## config.mk

```make
export PLATFORM = sky130hd
export DESIGN_NAME = serial_adder_flat
export DESIGN_NICKNAME = d
export VERILOG_FILES = /design/src/rtl/serial_adder_pkg.sv /design/src/rtl/serial_adder_if.sv /design/src/rtl/serial_adder_digit_add.sv /design/src/rtl/serial_adder.sv /design/src/flat_wrapper.sv
export SDC_FILE = /design/constraint.sdc
export NUM_CORES = 1
export LEC_CHECK = 0
export CORE_MARGIN = 4
export CORE_UTILIZATION = 45
export CTS_BUF_LIST = sky130_fd_sc_hd__clkbuf_8 sky130_fd_sc_hd__clkbuf_16
export DETAILED_ROUTE_END_ITERATION = 16
export GPL_TIMING_DRIVEN = 1
export PLACE_DENSITY_LB_ADDON = 0.3
export SYNTH_ARGS = -nofsm -noshare
export SYNTH_HDL_FRONTEND = slang
export SYNTH_SLANG_ARGS = --single-unit
export TNS_END_PERCENT = 1
```

## constraint.sdc

```tcl
create_clock -name CLK -period 2.3 [get_ports CLK]
set_input_delay 0.575 -clock CLK [delete_from_list [all_inputs] [get_ports CLK]]
set_output_delay 0.575 -clock CLK [all_outputs]
set_load 0.005 [all_outputs]
```

## src/rtl/serial_adder_pkg.sv

```systemverilog
// serial_adder_pkg: state type and default sizes shared by the adder and its initiators.
package serial_adder_pkg;
    localparam int ADDER_WIDTH = 9;
    localparam int ADDER_DIGIT = 3;
    typedef enum logic [1:0] {
        Adder_Idle,
        Adder_Compute,
        Adder_Ack,
        Adder_Gap
    } AdderState;
endpackage

```

## src/rtl/serial_adder_if.sv

```systemverilog
// serial_adder_if: request/response bundle between an initiator and serial_adder.
interface serial_adder_if #(parameter int WIDTH = serial_adder_pkg::ADDER_WIDTH);
    logic [WIDTH-1:0] Adder_datain1;
    logic [WIDTH-1:0] Adder_datain2;
    logic             Adder_valid;
    logic [WIDTH-1:0] Adder_dataout;
    logic             Adder_carryout;
    logic             Adder_ack;
    modport master (
        output Adder_datain1, Adder_datain2, Adder_valid,
        input  Adder_dataout, Adder_carryout, Adder_ack
    );
    modport slave (
        input  Adder_datain1, Adder_datain2, Adder_valid,
        output Adder_dataout, Adder_carryout, Adder_ack
    );
endinterface

```

## src/rtl/serial_adder_digit_add.sv

```systemverilog
// digit_add: combinational DIGIT-bit adder slice with carry in and carry out.
module digit_add #(parameter int DIGIT = serial_adder_pkg::ADDER_DIGIT) (
    input  logic [DIGIT-1:0] i_a,
    input  logic [DIGIT-1:0] i_b,
    input  logic             i_ci,
    output logic [DIGIT-1:0] o_s,
    output logic             o_co
);
    logic [DIGIT:0] w_r;
    assign w_r = {1'b0, i_a} + {1'b0, i_b} + {{DIGIT{1'b0}}, i_ci};
    assign {o_co, o_s} = w_r;
endmodule

```

## src/rtl/serial_adder.sv

```systemverilog
// serial_adder: adds two WIDTH-bit operands DIGIT bits per cycle and acknowledges with a
// one-cycle pulse, followed by a mandatory gap cycle before the next request is accepted.
module serial_adder
    import serial_adder_pkg::*;
#(
    parameter int WIDTH = ADDER_WIDTH,
    parameter int DIGIT = ADDER_DIGIT
) (
    input  logic          CLK,
    input  logic          RSTK,
    serial_adder_if.slave bus
);
    localparam int N  = WIDTH / DIGIT;
    localparam int CW = $clog2(N + 1);
    AdderState r_state, w_next;
    logic [WIDTH-1:0] r_a, r_b, r_dout, w_sum;
    logic [WIDTH-DIGIT-1:0] r_sum;
    logic [CW-1:0] r_cnt;
    logic [DIGIT-1:0] w_s;
    logic r_carry, r_cout, r_ack, w_co, w_last;
    digit_add #(.DIGIT(DIGIT)) u_digit (
        .i_a (r_a[DIGIT-1:0]),
        .i_b (r_b[DIGIT-1:0]),
        .i_ci(r_carry),
        .o_s (w_s),
        .o_co(w_co)
    );
    // Completed slices enter at the top so the LSB slice ends up at bit 0 after N shifts.
    assign w_sum  = {w_s, r_sum};
    assign w_last = r_cnt == CW'(N - 1);
    always_comb begin
        w_next = r_state == Adder_Idle    ? (bus.Adder_valid ? Adder_Compute : Adder_Idle) :
                 r_state == Adder_Compute ? (w_last ? Adder_Ack : Adder_Compute) :
                 r_state == Adder_Ack     ? Adder_Gap : Adder_Idle;
    end
    always_ff @(posedge CLK) begin
        if (!RSTK) r_state <= Adder_Idle;
        else       r_state <= w_next;
    end
    always_ff @(posedge CLK) begin
        if (!RSTK) begin
            r_a     <= '0;
            r_b     <= '0;
            r_sum   <= '0;
            r_cnt   <= '0;
            r_carry <= 1'b0;
            r_dout  <= '0;
            r_cout  <= 1'b0;
            r_ack   <= 1'b0;
        end else begin
            r_ack <= w_next == Adder_Ack;
            if (r_state == Adder_Idle && bus.Adder_valid) begin
                r_a     <= bus.Adder_datain1;
                r_b     <= bus.Adder_datain2;
                r_carry <= 1'b0;
                r_cnt   <= '0;
            end else if (r_state == Adder_Compute) begin
                r_a     <= r_a >> DIGIT;
                r_b     <= r_b >> DIGIT;
                r_carry <= w_co;
                r_cnt   <= r_cnt + 1'b1;
                r_sum   <= w_sum[WIDTH-1:DIGIT];
                if (w_last) begin
                    r_dout <= w_sum;
                    r_cout <= w_co;
                end
            end
        end
    end
    assign bus.Adder_dataout  = r_dout;
    assign bus.Adder_carryout = r_cout;
    assign bus.Adder_ack      = r_ack;
endmodule

```

## src/flat_wrapper.sv

```systemverilog
// flat-port wrapper written by rule: the top's interface ports become plain ports
module serial_adder_flat import serial_adder_pkg::*;
#(
    parameter int WIDTH = ADDER_WIDTH,
    parameter int DIGIT = ADDER_DIGIT
)
  (CLK, RSTK, bus_Adder_datain1, bus_Adder_datain2, bus_Adder_valid, bus_Adder_dataout, bus_Adder_carryout, bus_Adder_ack);
  serial_adder_if #(.WIDTH(WIDTH)) bus_i ();
  input  logic CLK;
  input  logic RSTK;
  input wire logic [$bits(bus_i.Adder_datain1)-1:0] bus_Adder_datain1;
  input wire logic [$bits(bus_i.Adder_datain2)-1:0] bus_Adder_datain2;
  input wire logic [$bits(bus_i.Adder_valid)-1:0] bus_Adder_valid;
  output wire logic [$bits(bus_i.Adder_dataout)-1:0] bus_Adder_dataout;
  output wire logic [$bits(bus_i.Adder_carryout)-1:0] bus_Adder_carryout;
  output wire logic [$bits(bus_i.Adder_ack)-1:0] bus_Adder_ack;
  assign bus_i.Adder_datain1 = bus_Adder_datain1;
  assign bus_i.Adder_datain2 = bus_Adder_datain2;
  assign bus_i.Adder_valid = bus_Adder_valid;
  assign bus_Adder_dataout = bus_i.Adder_dataout;
  assign bus_Adder_carryout = bus_i.Adder_carryout;
  assign bus_Adder_ack = bus_i.Adder_ack;
  serial_adder #(.WIDTH(WIDTH), .DIGIT(DIGIT)) u_core (.CLK(CLK), .RSTK(RSTK), .bus(bus_i));
endmodule
```

## Word-level counts from Yosys, hierarchy flattened

Cells that the tools add are included.

| word-level totals | value |
|---|---|
| flip-flop bits (word level) | 40 |
| word-level logic and storage cells | 33 |
| input bits | 21 |

| operators by class | value |
|---|---|
| reduce and logical (&&, ||, !) cells | 6 |
| $add $sub $neg | 3 |
| multiplexer cells | 9 |
| equality and inequality tests | 4 |
| bitwise operators | 2 |

Operators with widths:

| operator | number |
|---|---|
| $mux W9 | 4 |
| $mux W2 | 4 |
| $eq A2 B2 Y1 const B | 3 |
| $add A3 B3 Y4 | 1 |
| $add A4 B1 Y4 | 1 |
| $reduce_and A3 Y1 | 1 |
| $add A2 B1 Y2 const B | 1 |
| $eq A2 B1 Y1 const B | 1 |
| $logic_not A2 Y1 | 1 |
| $not A1 Y1 | 2 |
| $reduce_and A2 Y1 | 1 |
| $reduce_bool A2 Y1 | 1 |
| $reduce_or A2 Y1 | 1 |
| $logic_and A1 B1 Y1 | 1 |
| $mux W1 | 1 |

## Depth between registers and ports, before layout

Gate-level depths: netlist of the first run.

| depth | value |
|---|---|
| depth after elaboration | 5 |
| depth in mapped cells | 7 |

## Cells and area by module

Synthesis of the first run repeated with hierarchy kept, for this count alone.

| second synthesis, totals | value |
|---|---|
| cells, all modules | 189 |
| area total of the unflattened synthesis | 1729.2 sq um |

By module, submodules not included:

| module | times used | area an instance (sq um) | seq. area each (sq um) | cells each |
|---|---|---|---|---|
| serial_adder | 1 | 1615.3 | 800.8 | 174 |
| digit_add | 1 | 113.9 | 0.0 | 15 |

## Worst setup path after synthesis of the first run

Ideal clock, no wire load.

| path | value |
|---|---|
| path type | register to register |
| from | register u_core.r_carry |
| to | register u_core.r_dout[7], in the netlist u_core.bus.Adder_dataout[7] |
| cell stages (with the launch flop) | 7 |
| clock period less this slack | 1510 ps |
| data required time | 2183 ps |
| buffers on the path | 0 |
| setup time | 117 ps |
| arrival | 1394 ps |
| setup slack | 790 ps |
| cells stage by stage | dfxtp_1 inv_1 fa_1 inv_1 fa_1 nand2_1 a21boi_1 |

| between the ends | value |
|---|---|
| word-level cells in the longest chain between the ends | 1 |

Ends and longest elaborated chain:

| what | RTL line | RTL |
|---|---|---|
| start: declaration | serial_adder.sv:20 | `logic r_carry, r_cout, r_ack, w_co, w_last;` |
| start signal: assignment | serial_adder.sv:60 | `r_carry <= w_co;` |
| $add A4 B1 Y4 | serial_adder_digit_add.sv:10 | `assign w_r = {1'b0, i_a} + {1'b0, i_b} + {{DIGIT{1'b0}}, i_ci};` |
| via u_core.u_digit.o_s[1] | serial_adder_digit_add.sv:6 | `output logic [DIGIT-1:0] o_s,` |
| end signal: assignment | serial_adder.sv:64 | `r_dout <= w_sum;` |
| end: declaration | serial_adder.sv:16 | `logic [WIDTH-1:0] r_a, r_b, r_dout, w_sum;` |

The timed path passes the listed nets, and every way through them passes these cells.
A chain may end at the register's enable or synchronous reset.

## Worst setup path in the final report of the first run

| path | value |
|---|---|
| from | register u_core.r_dout[2], in the netlist u_core.bus.Adder_dataout[2] |
| to | output port bus_Adder_dataout[2] |

RTL lines:

| what | RTL line | RTL |
|---|---|---|
| end: declaration | flat_wrapper.sv:14 | `output wire logic [$bits(bus_i.Adder_dataout)-1:0] bus_Adder_dataout;` |

No word-level cell between the ends.

==> summary.md, run 1 <==
| Metric | Value |
|---|---|
| Status | `complete, no violations` |
| Vias per cell | `4.93` |
| Worst path depth | `1` |
| Slowest cell on crit path | `clkdlybuf4s50_1` |
| Post-synth top area share | `approximately 46%` |
| Post-synth top cells | `nand2_1 (41), dfxtp_1 (40), a21oi_1 (21)` |
| Die Area | `between 0.004 and 0.005 mm2` |
| Synthesized instance count | `around 190` |
| First-pass GRT wire length | `5.44 mm` |
| Max Cap Viol | `0` |
| Unrepaired setup endpoints after global routing | `false` |
| Worst setup SP type | `flip-flop` |
| CTS Buffer Depth | `2` |
| Root buffer cell | `clkbuf_8` |
| Drt wl/cell | `between 10 and 15 um` |
| Vias in the first global route | `1261` |
| Final core utilization | `57.6%` |
| Synth Area per Inst | `8.88 um2` |
| Yosys warnings | `0` |
| Seq/Total Area, Yosys | `between 40% and 50%` |
| Slew Limit Fails | `0` |
| Mapped Nets | `220` |
| CTS Sinks | `40` |
| DRT Wirelength | `between 3 and 4 mm` |
| Critical Path Sink Type | `output port` |
| Least-Margin Pin Slew | `0.717 ns` |
| Max Freq | `589 MHz` |
| WP data arrival | `~1.1 ns` |
| RePlAce Congestion | `0.735` |
| Drt first-iter violations | `77` |
| Crit-path max cell delay | `~0.5 ns` |
| Final-report hold violation count | `0` |
| Syn Std Cell Area | `0.00172 mm2` |
| Area growth, synth to finish | `23.2%` |
| Setup TNS | `0 ns` |
| Reg clk slew, reported paths | `roughly 0.070 ns` |
| Max VDD drop | `386 uV` |
| Layout filler cell count | `364` |
| Pint | `around 1.1 mW` |
| CP Class | `reg -> out` |
| Clk Latency, worst-skew pair | `0.29 ns` |
| Post-CTS Repair Setup Buffers | `0` |
| Fin Clk Skew | `approximately 0.0057 ns` |
| Post-route DRC | `0` |
| Switching power share of the total | `25.5%` |
| Reg2reg path depth | `6` |
| CP cell instances | `clkdlybuf4s50_1` |
| CTS resizes | `0` |
| Largest delay share family, worst path | `buffers and inverters` |
| Combinational share of power | `between 15 and 20%` |
| GRT Residual Overflow | `0` |
| Die width | `69.9 um` |
| Top cells by area, synth | `dfxtp_1 (46%), nand2_1 (8.9%), a21boi_1 (6.1%)` |
| Post-synth cell types | `30` |
| CP required | `roughly 1.7 ns` |
| Pwr per Cell Area | `between 600 and 700 mW/mm2` |
| Sequential group share of total power | `52.9%` |
| DRT antenna net count | `0` |
| Die Y | `approximately 70 um` |
| H-Tree Depth | `2` |
| CTS tree | `built` |
| Fin crit period | `1.70 ns` |
| CP max FO | `2` |
| CTS Hold Bufs | `0` |
| Largest net degree at the start of global routing | `40` |
| Number of buffers created by CTS | `5` |
| Worst min-delay path category | `reg -> reg` |
| Starting Density | `a little under half` |
| Hold path cells | `2` |
| Max_slew headroom | `a little over half` |
| Clk pwr share | `a little under a third` |
| Antenna Cells | `0` |
| Layout cell share with drive strength beyond 1 | `8.48%` |
| Number of enable flip-flop cells after synthesis | `0` |
| Pleak | `just over 0.8 nW` |
| Most used DFF post-synth | `dfxtp_1` |
| First-pass DRT Iterations | `4` |
| Nets@finish | `roughly 250` |
| Final Setup Violations | `0` |
| Core area | `~0.0037 mm2` |
| Number of synthesized register bits | `40` |
| Period utilization | `around three quarters` |
| Synth area leader | `dfxtp_1` |
| Vias | `~1.3k` |
| Buffers and inverters on the worst path | `1` |
| Switching pwr | `between 0.3 and 0.4 mW` |
| Post-synth ARST share | `0%` |
| Std cell rows | `22` |
| Most common cell in the netlist | `nand2_1` |
| Worst hold slack | `0.450 ns` |
| Total GRT Usage | `roughly 14%` |
| I/O Pins | `32` |
| Initial antenna violation count | `0` |
| IO Port Bufs | `31` |
| HPWL after DPL | `between 2 and 2.5 mm` |
[cell type report]
cell class | instances | area (um2) | area share [%]
multi-input combinational | 135 | 813 | 38.3
sequential | 40 | 801 | 37.7
timing repair buffer | 34 | 333 | 15.7
clock buffer | 6 | 82.6 | 3.89
tap | 48 | 60.1 | 2.83
inverter | 7 | 26.3 | 1.24
clock inverter | 2 | 7.51 | 0.354
[cell families (layout without fill, tap and decap cells)]
kind of cell / count (synthesis) / after routing / share of synthesized area [%]
compound gates: 67 / 67 / 25.8
flops: 40 / 40 / 46.5
xor+xnor: 1 / 1 / 0.508
simple gates: 62 / 62 / 16.4
fa+ha+maj: 5 / 5 / 4.50
buf+inv: 19 / 49 / 6.32
[registers in the layout, summed over array words and instances (netlist names)]
register	cells
u_core.r_state	2
u_core.bus.Adder_ack	1
u_core.bus.Adder_carryout	1
u_core.r_cnt	2
u_core.r_b	9
u_core.r_a	9
u_core.r_carry	1
u_core.bus.Adder_dataout	9
u_core.r_sum	6
[power by group through the flow]
| stage | clock network [mW] | logic (mW) | registers (mW) |
|---|---|---|---|
| 4_1_cts | 0.477 | 0.228 | 0.769 |
| 6_report | 0.462 | 0.224 | 0.769 |
| 3_3_place_gp | 0 | 0.224 | 0.783 |
| 3_5_place_dp | 0 | 0.226 | 0.784 |
| 5_1_grt | 0.500 | 0.255 | 0.775 |
| 2_1_floorplan | 0 | 0.169 | 0.775 |
[cells in the final DEF, fill, tap and decap left out, types with 2 or more instances in the layout]
| master | instances |
|---|---|
| a21boi_0 | 3 |
| a21boi_1 | 14 |
| a21oi_1 | 21 |
| and2_1 | 3 |
| buf_4 | 3 |
| clkbuf_8 | 6 |
| clkdlybuf4s50_1 | 31 |
| dfxtp_1 | 40 |
| fa_1 | 2 |
| ha_1 | 3 |
| inv_1 | 9 |
| nand2_1 | 41 |
| nand2b_1 | 2 |
| nand3_1 | 6 |
| nor2_1 | 4 |
| nor2b_1 | 2 |
| o211a_1 | 4 |
| o21ai_0 | 8 |
| o21ai_2 | 6 |
| o22ai_1 | 7 |
[metal layers]
layer | vias up | global-route usage [%] | wire length (um)
met5 | - | 0 | 0
met2 | 33 | 22.7 | 1470
li1 | 718 | - | -
met3 | 8 | 3.60 | 167
met1 | 581 | 16.3 | 1500
met4 | 0 | 7.02 | 76
[through the flow]
step | instances | total power, mW | worst slack, ns | area (um2)
6_report | 272 | 1.46 | 0.603 | 2120
5_1_grt | 272 | 1.53 | 0.558 | 2120
4_1_cts | 272 | 1.47 | 0.583 | 2120
3_5_place_dp | 264 | 1.01 | 0.360 | 2030
3_3_place_gp | 264 | 1.01 | 0.382 | 2030
2_1_floorplan | 194 | 0.943 | 0.790 | 1720
[worst paths after layout]
path	startpoint	end	slack, ns
setup / recovery	u_core.bus.Adder_dataout[2]$_SDFFE_PN0P_	bus_Adder_dataout[2]	0.60
hold / removal	u_core.bus.Adder_dataout[4]$_SDFFE_PN0P_	u_core.bus.Adder_dataout[4]$_SDFFE_PN0P_	0.45
setup reg to reg	u_core.r_carry$_SDFFE_PP0P_	u_core.bus.Adder_dataout[7]$_SDFFE_PN0P_	0.69
hold reg to reg	u_core.bus.Adder_dataout[4]$_SDFFE_PN0P_	u_core.bus.Adder_dataout[4]$_SDFFE_PN0P_	0.45
Power figures use the tool's default switching activity.
==> run 2: changes to the inputs <==
- clock period: 2.3 -> 1.4 ns (I/O delays scaled with it)
==> run 2 against run 1 <==
  * The run now ends with negative setup slack left
  * Non-clock buffer count is 8 higher
  * Sequential share of layout area fell by 0.92 points
  * Wire length is 5.3% higher
  * Largest cell class unchanged
  * Register-to-register slack lost 0.78 ns
  * Via count is 5.8% higher
  * Clock skew down 0.0013 ns
  * Worst setup slack got worse by 0.69 ns
  * Global-route usage increased by 0.95 points
  * Combinational power is 86% higher
  * Cell count is 2.6% higher
  * Clock power rose by 52%
  * Flip-flop and latch count unchanged
==> summary.md, run 2 (synthesis results as in run 1) <==
| Metric | Value |
|---|---|
| Antenna Cells | `0` |
| Most frequent cells in the layout | `nand2_1 (41), dfxtp_1 (35), a21oi_1 (21), clkdlybuf4s50_1 (20), a21boi_1 (16)` |
| Slew Limit Fails | `0` |
| Least-Margin Pin Slew | `~0.27 ns` |
| Pleak | `a little over 0.9 nW` |
| Nets@finish | `~260` |
| Core area | `approximately 0.0037 mm2` |
| Worst path depth | `6` |
| First-pass DRT Iterations | `4` |
| Number of buffers created by CTS | `5` |
| CTS Buffer Depth | `2` |
| R2R Path End | `u_core.bus.Adder_dataout[7]$_SDFFE_PN0P_` |
| Largest delay share family, worst path | `adder cells` |
| IO Port Bufs | `31` |
| Flop-to-flop setup slack | `-0.09 ns` |
| Final core utilization | `59.5%` |
| CP cell instances | `inv_2 -> fa_2 -> inv_2 -> fa_2 -> nand2_1 -> a21boi_1` |
| Layout cell share with drive strength beyond 1 | `16.5%` |
| Worst min-delay path category | `reg -> reg` |
| Met3 usage in global routing | `under 10%` |
| Die width | `69.9 um` |
| Vias per cell | `between 5 and 6` |
| DRT Wirelength | `about 3.4 mm` |
| CTS tree | `built` |
| CP Class | `reg -> reg` |
| Area growth, synth to finish | `27.3%` |
| Total GRT Usage | `14.7%` |
| Fin cells | `279` |
| Power Total | `around 2.4 mW` |
| Min-Delay Startpoint | `u_core.bus.Adder_dataout[5]$_SDFFE_PN0P_` |
| Pwr per Cell Area | `roughly 1100 mW/mm2` |
| WP data arrival | `about 1.7 ns` |
| Drt wl/cell | `12.1 um` |
| Worst setup SP type | `flip-flop` |
| Max Cap Viol | `0` |
| H-Tree Depth | `2` |
| Starting Density | `46.7%` |
| Root buffer cell | `clkbuf_8` |
| Combinational share of power | `roughly 18%` |
| Slowest cell on crit path | `fa_2` |
| Clk pwr share | `29.4%` |
| Max Freq | `between 600 and 700 MHz` |
| Drt first-iter violations | `between 50 and 60` |
| Status | `finished with violations` |
| Vias in the first global route | `1357` |
| Post-route DRC | `0` |
| Final Cell Area | `approximately 0.0022 mm2` |
| Hold endpoint | `u_core.bus.Adder_dataout[5]$_SDFFE_PN0P_` |
| Final Setup Violations | `4` |
| Pint | `1.76 mW` |
| Fin Clk Skew | `~0.0044 ns` |
| Max VDD drop | `roughly 570 uV` |
| I/O Pins | `32` |
| Max_slew headroom | `approximately four fifths` |
| CTS Sinks | `40` |
| Die Area | `~0.0049 mm2` |
| Reg2reg path depth | `6` |
| Buffers and inverters on the worst path | `2` |
| Setup ws final | `-0.0879 ns` |
| Final-report hold violation count | `0` |
| Most common cell after layout, fill and taps aside | `nand2_1` |
| Vias | `1418` |
| Unrepaired setup endpoints after global routing | `true` |
| Post-DP Area | `0.00210 mm2` |
| Period utilization | `106%` |
| Layout filler cell count | `roughly 360` |
| Crit-path max cell delay | `0.43 ns` |
| RePlAce Congestion | `slightly below 0.8` |
| Switching pwr | `0.620 mW` |
| Hold path cells | `2` |
| Dpl cells | `~270` |
| Worst hold slack | `about 0.45 ns` |
| Switching power share of the total | `between 20% and 30%` |
| Worst R2R Start | `u_core.r_a[0]$_SDFFE_PN0P_` |
| CP max FO | `2` |
| First-pass GRT wire length | `slightly below 6 mm` |
| Reg clk slew, reported paths | `approximately 0.070 ns` |
| Initial antenna violation count | `0` |
| Failing checks | `negative setup slack` |
| Global Route met1 Usage | `between 10% and 20%` |
| Sequential group share of total power | `a little over half` |
| Std cell rows | `22` |
| Die Y | `69.9 um` |
| Largest net degree at the start of global routing | `40` |
| DRT antenna net count | `0` |
| Most Used Layer, Global Route | `met2` |
| Critical Path Sink Type | `flip-flop` |
| CP required | `between 1.5 and 2 ns` |
| GRT Residual Overflow | `0` |
| Met2 usage | `between 20% and 30%` |
| Clk Latency, worst-skew pair | `approximately 0.29 ns` |
| Fin crit period | `1.49 ns` |
| HPWL after DPL | `2.38 mm` |
## run 2: cell count changes in the layout (fill, tap and decap cells not counted), sizes merged
| cell | previous run | this run |
|---|---|---|
| buf | 3 | 11 |
| clkbuf | 6 | 5 |
| dlygate4sd2 | 0 | 11 |
| clkinv | 0 | 1 |
| inv | 9 | 8 |
| clkdlybuf4s50 | 31 | 20 |
## run 2: worst min-delay path, cell delays in order (launching register included)
cell      delay (ns)
dfxtp_1         0.31
nand2_1         0.05
a21boi_1        0.05
## run 2: power by group through the flow
stage          logic (mW)  clock network [mW]  registers [mW]
2_1_floorplan       0.281                   0            1.27
3_3_place_gp        0.402                   0            1.29
3_5_place_dp        0.407                   0            1.29
4_1_cts             0.414               0.721            1.26
5_1_grt             0.468               0.764            1.27
6_report            0.417               0.700            1.26
## run 2: metal layers
metal,vias up,part of all wire (%)
met5,-,0
met3,7,5.9
met2,32,47
met1,645,46
met4,0,1.8
li1,734,-
## run 2: layout make-up
| class | count | area (um2) | share of cell area, % |
|---|---|---|---|
| clock buffers | 5 | 68.8 | 3.14 |
| clock inverters | 2 | 8.76 | 0.399 |
| inverters | 7 | 26.3 | 1.20 |
| multi-input cells | 135 | 827 | 37.7 |
| flip-flops and latches | 40 | 807 | 36.8 |
| well taps | 48 | 60.1 | 2.74 |
| repair buffers | 42 | 395 | 18.0 |
## run 2: worst max path at each step
| stage | slack (ns) | to | startpoint |
|---|---|---|---|
| after global placement | -0.21 | u_core.r_b[4]$_SDFFE_PN0P_ | bus_Adder_valid |
| after global routing | -0.15 | u_core.bus.Adder_dataout[7]$_SDFFE_PN0P_ | u_core.r_a[0]$_SDFFE_PN0P_ |
| after detailed placement | -0.23 | u_core.r_a[7]$_SDFFE_PN0P_ | bus_Adder_valid |
| after CTS | -0.11 | u_core.bus.Adder_dataout[7]$_SDFFE_PN0P_ | u_core.r_a[0]$_SDFFE_PN0P_ |
| final | -0.09 | u_core.bus.Adder_dataout[7]$_SDFFE_PN0P_ | u_core.r_a[0]$_SDFFE_PN0P_ |
| after floorplan | -0.05 | u_core.bus.Adder_dataout[7]$_SDFFE_PN0P_ | u_core.r_a[0]$_SDFFE_PN0P_ |
## run 2: stage by stage
step / setup TNS (ns) / setup slack, ns
6_report: -0.233 / -0.0879
5_1_grt: -0.551 / -0.150
4_1_cts: -0.310 / -0.108
3_5_place_dp: -4.41 / -0.233
3_3_place_gp: -3.90 / -0.212
2_1_floorplan: -0.115 / -0.0499
## run 2: what timing repair did
action	in CTS	in global routing
hold buffers	0	0
endpoints found under the setup margin	15	12
cloned	0	0
setup buffers	0	1
pin swaps	3	2
resized for setup	14	7
endpoints found under the hold margin	0	0
